<file path="config.mk">
export PLATFORM = sky130hd
export DESIGN_NAME = ahb_slave_pipe
export DESIGN_NICKNAME = d
export VERILOG_FILES = /design/src/rtl/ahb_apb_pkg.sv /design/src/rtl/ahb_addr_decode.sv /design/src/rtl/ahb_slave_pipe.sv
export SDC_FILE = /design/constraint.sdc
export NUM_CORES = 1
export LEC_CHECK = 0
export ABC_AREA = 1
export CAP_MARGIN = 5
export CORE_UTILIZATION = 42
export CTS_CLUSTER_DIAMETER = 80
export DETAILED_ROUTE_END_ITERATION = 16
export PLACE_DENSITY = 0.9
export SLEW_MARGIN = 20
export SYNTH_ARGS = -nofsm -noshare
export SYNTH_HDL_FRONTEND = slang
export SYNTH_SLANG_ARGS = --single-unit
</file>
<file path="constraint.sdc">
create_clock -name clk -period 2.6 [get_ports clk]
set_input_delay 0.78 -clock clk [delete_from_list [all_inputs] [get_ports clk]]
set_output_delay 0.78 -clock clk [all_outputs]
set_load 0.03 [all_outputs]
</file>
<file path="src/rtl/ahb_apb_pkg.sv">
// Shared constants for the AHB-to-APB bridge: bus encodings, default peripheral window, error-FSM states.
package ahb_apb_pkg;

    typedef enum logic [1:0] {
        HTRANS_IDLE   = 2'b00,
        HTRANS_BUSY   = 2'b01,
        HTRANS_NONSEQ = 2'b10,
        HTRANS_SEQ    = 2'b11
    } htrans_e;

    typedef enum logic [1:0] {
        HRESP_OKAY  = 2'b00,
        HRESP_ERROR = 2'b01
    } hresp_e;

    localparam logic [31:0] DEF_BASE_ADDR = 32'h8000_0000;
    localparam logic [31:0] DEF_SLOT_SIZE = 32'h0000_0400;
    localparam int          NUM_SLOTS     = 3;

    localparam logic [1:0] ERR_OKAY = 2'd0;
    localparam logic [1:0] ERR_ERR1 = 2'd1;
    localparam logic [1:0] ERR_ERR2 = 2'd2;

endpackage

</file>
<file path="src/rtl/ahb_addr_decode.sv">
// Combinational peripheral decode: current AHB address to {mapped, one-hot slot select}.
module ahb_addr_decode
    import ahb_apb_pkg::*;
#(
    parameter logic [31:0] BASE_ADDR = DEF_BASE_ADDR,
    parameter logic [31:0] SLOT_SIZE = DEF_SLOT_SIZE
) (
    input  logic [31:0]          haddr,
    output logic                 mapped,
    output logic [NUM_SLOTS-1:0] tempselx
);

    localparam logic [33:0] SLOT_1 = {2'b00, SLOT_SIZE};
    localparam logic [33:0] SLOT_2 = SLOT_1 + SLOT_1;
    localparam logic [33:0] SLOT_3 = SLOT_2 + SLOT_1;

    // Widened subtraction: an address below the base sets the top bit instead of wrapping into a slot.
    logic [33:0] off;
    assign off = {2'b00, haddr} - {2'b00, BASE_ADDR};

    always_comb begin
        tempselx = '0;
        if (!off[33]) begin
            if (off < SLOT_1) begin
                tempselx = 3'b001;
            end else if (off < SLOT_2) begin
                tempselx = 3'b010;
            end else if (off < SLOT_3) begin
                tempselx = 3'b100;
            end
        end
    end

    assign mapped = |tempselx;

endmodule

</file>
<file path="src/rtl/ahb_slave_pipe.sv">
// AHB front end of the AHB-to-APB bridge: transfer qualify, slot decode, two-deep capture pipeline.
// Optional error response FSM enabled by defining AHB_SLV_ERR_RESP_EN.
module ahb_slave_pipe
    import ahb_apb_pkg::*;
#(
    parameter logic [31:0] BASE_ADDR = DEF_BASE_ADDR,
    parameter logic [31:0] SLOT_SIZE = DEF_SLOT_SIZE
) (
    input  logic                 clk,
    input  logic                 rst,
    input  logic                 Hwrite,
    input  logic                 Hreadyin,
    input  logic [1:0]           Htrans,
    input  logic [31:0]          Haddr,
    input  logic [31:0]          Hwdata,
    input  logic [31:0]          Prdata,
    output logic                 valid,
    output logic [31:0]          Haddr1,
    output logic [31:0]          Haddr2,
    output logic [31:0]          Hwdata1,
    output logic [31:0]          Hwdata2,
    output logic                 Hwritereg,
    output logic [NUM_SLOTS-1:0] tempselx,
    output logic [31:0]          Hrdata,
    output logic [1:0]           Hresp,
    output logic                 err_hready
);

    logic mapped;
    logic active;

    ahb_addr_decode #(
        .BASE_ADDR (BASE_ADDR),
        .SLOT_SIZE (SLOT_SIZE)
    ) u_decode (
        .haddr    (Haddr),
        .mapped   (mapped),
        .tempselx (tempselx)
    );

    // NONSEQ and SEQ both have bit 1 set; bit 0 only distinguishes them.
    assign active = Hreadyin & Htrans[1];
    assign valid  = rst & active & mapped;
    assign Hrdata = Prdata;

    // Capture ignores Htrans and mapping so the bridge always sees the last accepted phase.
    always_ff @(posedge clk) begin
        if (!rst) begin
            Haddr1    <= '0;
            Haddr2    <= '0;
            Hwdata1   <= '0;
            Hwdata2   <= '0;
            Hwritereg <= 1'b0;
        end else if (Hreadyin) begin
            Haddr2    <= Haddr1;
            Haddr1    <= Haddr;
            Hwdata2   <= Hwdata1;
            Hwdata1   <= Hwdata;
            Hwritereg <= Hwrite;
        end
    end

`ifdef AHB_SLV_ERR_RESP_EN
    // state    | meaning
    // ERR_OKAY | no error in progress, OKAY response
    // ERR_ERR1 | first error cycle, ERROR with HREADY low
    // ERR_ERR2 | second error cycle, ERROR with HREADY high
    logic [1:0] err_state;
    logic [1:0] err_next;
    logic       err_hit;

    assign err_hit = active & ~mapped;

    always_comb begin
        err_next = err_state;
        case (err_state)
            ERR_OKAY: if (err_hit) err_next = ERR_ERR1;
            ERR_ERR1: err_next = ERR_ERR2;
            ERR_ERR2: err_next = err_hit ? ERR_ERR1 : ERR_OKAY;
            default:  err_next = ERR_OKAY;
        endcase
    end

    always_ff @(posedge clk) begin
        if (!rst) begin
            err_state <= ERR_OKAY;
        end else begin
            err_state <= err_next;
        end
    end

    assign Hresp      = (err_state == ERR_ERR1 || err_state == ERR_ERR2) ? HRESP_ERROR : HRESP_OKAY;
    assign err_hready = (err_state != ERR_ERR1);
`else
    assign Hresp      = HRESP_OKAY;
    assign err_hready = 1'b1;
`endif

    logic unused_ok;
    assign unused_ok = Htrans[0];

endmodule
</file>
==> metrics <==
Port-buffer cells 201; Critical Path Sink valid; post-synth top area cell dfxtp_1; CTS sink count 129; CTS tree done; reg2reg path depth 2; Worst Clk Skew 0.00767 ns; WS Path Type input pin to primary output; Avg WL per Cell 15.7 µm; failing checks setup timing; Net count, final 915; H-tree level count 4; Seq pwr share 0.389; placed cell count 905; global-route wire length before repair 23,100 µm; GPL Wtd Cong 0.735; Horiz. Die Dim 111 µm; largest net degree at the start of global routing 130; first-pass iteration count of the detailed router 5; fin cells 969; Antenna diodes 0; largest vdd supply drop 0.000493 V; DR iter-0 viols 389; GR Util met2 0.385; area of the mapped netlist 4950 µm²; Logic pwr share 0.177; clock network fraction of total power 0.433; nature of the critical path startpoint input pin; M3 GR Usage 0.106; Mapped Cells 625; effective utilization at floorplan 0.431; die area 12,200 µm²; post-synth top area share 0.522; DRT antenna net count 0; synth top area cells dfxtp_1 (52%), nor2_1 (17%), o21ai_0 (13%); pre-CTS setup slack -0.413 ns; internal power 4.17 mW; power density cells 744 nW/µm²; Yosys Warn Count 0; Hold Path Class register to register; part of the cycle the worst path needs 1.01; switching share of power 0.262; clk_lat worst skew 0.41 ns; Max Slew Vio Count 0; vias per inst 5.05; Max-slew headroom 0.553; DR vias 4,898; pin slew with the least headroom to its limit 0.670 ns; Crit path required time 1.82 ns; Worst Setup End Kind primary output; outcome complete, but fails checks; Global Route Usage Sum 0.239; drc violations 0; leakage 3.15 nW; Top Ports 270; Avg Cell Area, Syn 7.91 µm²; grt ovf 0; Cell Area, Placed 6720 µm²; area delta synth->final 53.8%; final hold violation count 0; setup_tns -0.0386 ns; register area 2580 µm²; Final Cell Area 7600 µm²; reg2reg setup slack 1.74 ns; maximum capacitance violations 0; setup ws final -0.0386 ns; routed wire length 15,200 µm; DPL Wire Length 8350 µm; Final Critical Period 2.64 ns; filler cell count in the final layout 850; CP Max Fanout 2; GR Util met1 0.267; layout cell share with drive strength beyond 1 0.190; Most Crowded Layer GR met2; Reg-to-Reg End Haddr1[23]; hold slack 0.491 ns; Tot Pwr 5.65 mW; Max Freq 379 MHz; Yosys reg bits 129; initial antenna violation count 0; Seq/Total Area, Yosys 0.522; NetSw 1.48 mW; Die Y 111 µm; Final Setup Violations 1; core area 11,500 µm²; row count 39; clock-pin slew on the worst setup and hold paths 0.05 ns; Clock Path Buffers 2; FF-to-FF Start Haddr1[23]; final core occ 0.663; clock root cell clkbuf_16; vias in the first global route 4,615; CP arrival 1.86 ns; Critical path origin Haddr[18]; Synth cell types 16; CTS buffer count 17; Multi-input gate area 1900 µm²
-- sequential cells by signal, summed over array words and instances (netlist names) --
| signal | cells |
|---|---|
| Haddr1 | 32 |
| Hwdata1 | 32 |
| Hwdata2 | 32 |
| Haddr2 | 32 |
| Hwritereg | 1 |
-- kinds of logic after synthesis --
family / synth area share
AOI/OAI and AO/OA: 0.139
buffers and inverters: 0.117
DFF: 0.522
other: 0.00152
and+or+nand+nor: 0.221
-- worst max-delay path, stage by stage --
cell and delay [ns]:
clkdlybuf4s15_1 0.16, inv_1 0.08, nand2_1 0.09, nor2_2 0.12, nand2_2 0.12, nor2_4 0.16
nor2_2 0.07, nor2_2 0.14, buf_6 0.15
-- layout by cell type (no fill, tap or decap) --
| cell | synthesis | layout |
|---|---|---|
| a21oi_1 | 8 | 6 |
| a21oi_2 | 0 | 2 |
| buf_12 | 1 | 3 |
| buf_2 | 6 | 11 |
| buf_4 | 35 | 44 |
| buf_6 | 8 | 4 |
| bufinv_16 | 0 | 3 |
| clkbuf_1 | 24 | 6 |
| clkbuf_16 | 0 | 17 |
| clkbuf_2 | 0 | 6 |
| clkbuf_8 | 0 | 5 |
| clkdlybuf4s15_1 | 0 | 2 |
| clkdlybuf4s50_1 | 0 | 173 |
| clkinv_2 | 0 | 1 |
| conb_1 | 2 | 3 |
| dfxtp_1 | 129 | 129 |
| dlygate4sd2_1 | 0 | 2 |
| inv_1 | 9 | 2 |
| inv_2 | 0 | 6 |
| inv_4 | 1 | 2 |
| nand2_1 | 8 | 3 |
| nand2_2 | 0 | 4 |
| nand2_4 | 0 | 1 |
| nand3_1 | 3 | 1 |
| nand3_2 | 0 | 2 |
| nor2_1 | 229 | 213 |
| nor2_2 | 30 | 39 |
| nor2_4 | 0 | 7 |
| o21ai_0 | 129 | 129 |
-- synthesized netlist by cell type (all sizes together) --
cell type  instances
clkbuf            24
nor2             259
a21oi              8
nand3              3
dfxtp            129
buf               53
inv               10
nand2              8
conb               2
o21ai            129
-- power groups by stage --
stage	Sequential [mW]	Clock [mW]	Combinational, mW
after floorplan	2.49	0	0.352
after global placement	2.23	0	0.933
after detailed placement	2.24	0	0.942
after CTS	2.20	2.49	0.977
after global routing	2.21	2.59	1.06
final	2.20	2.45	1.00
-- layer usage --
metal	vias to the layer above	share of wire
met5	-	0
met4	0	0.033
met3	43	0.10
met2	301	0.48
met1	2222	0.39
li1	2332	-
-- layout make-up --
class	instances	share of cell area
Tap cell	143	0.0235
Clock inverter	4	0.0125
Sequential cell	129	0.340
Multi-Input combinational cell	410	0.250
Timing Repair Buffer	245	0.301
Inverter	10	0.00559
Clock buffer	28	0.0680
-- worst min-delay path by stage --
stage | startpoint | end | slack [ns] | depth (start not counted)
detailed placement | Haddr2[28] | Haddr2[28] | 0.48 | 2
global placement | Haddr2[18] | Haddr2[18] | 0.47 | 2
finish | Haddr2[27] | Haddr2[27] | 0.49 | 2
CTS | Haddr2[28] | Haddr2[28] | 0.50 | 2
floorplan | Haddr1[26] | Haddr2[26] | 0.62 | 2
global route | Haddr2[5] | Haddr2[5] | 0.52 | 2
-- repair_timing --
item | CTS | global route
hold buffers | 0 | 0
setup endpoints to repair | 4 | 6
pin swaps | 23 | 17
setup buffers | 32 | 1
gates resized for setup | 75 | 40
Power figures use the tool's default switching activity.
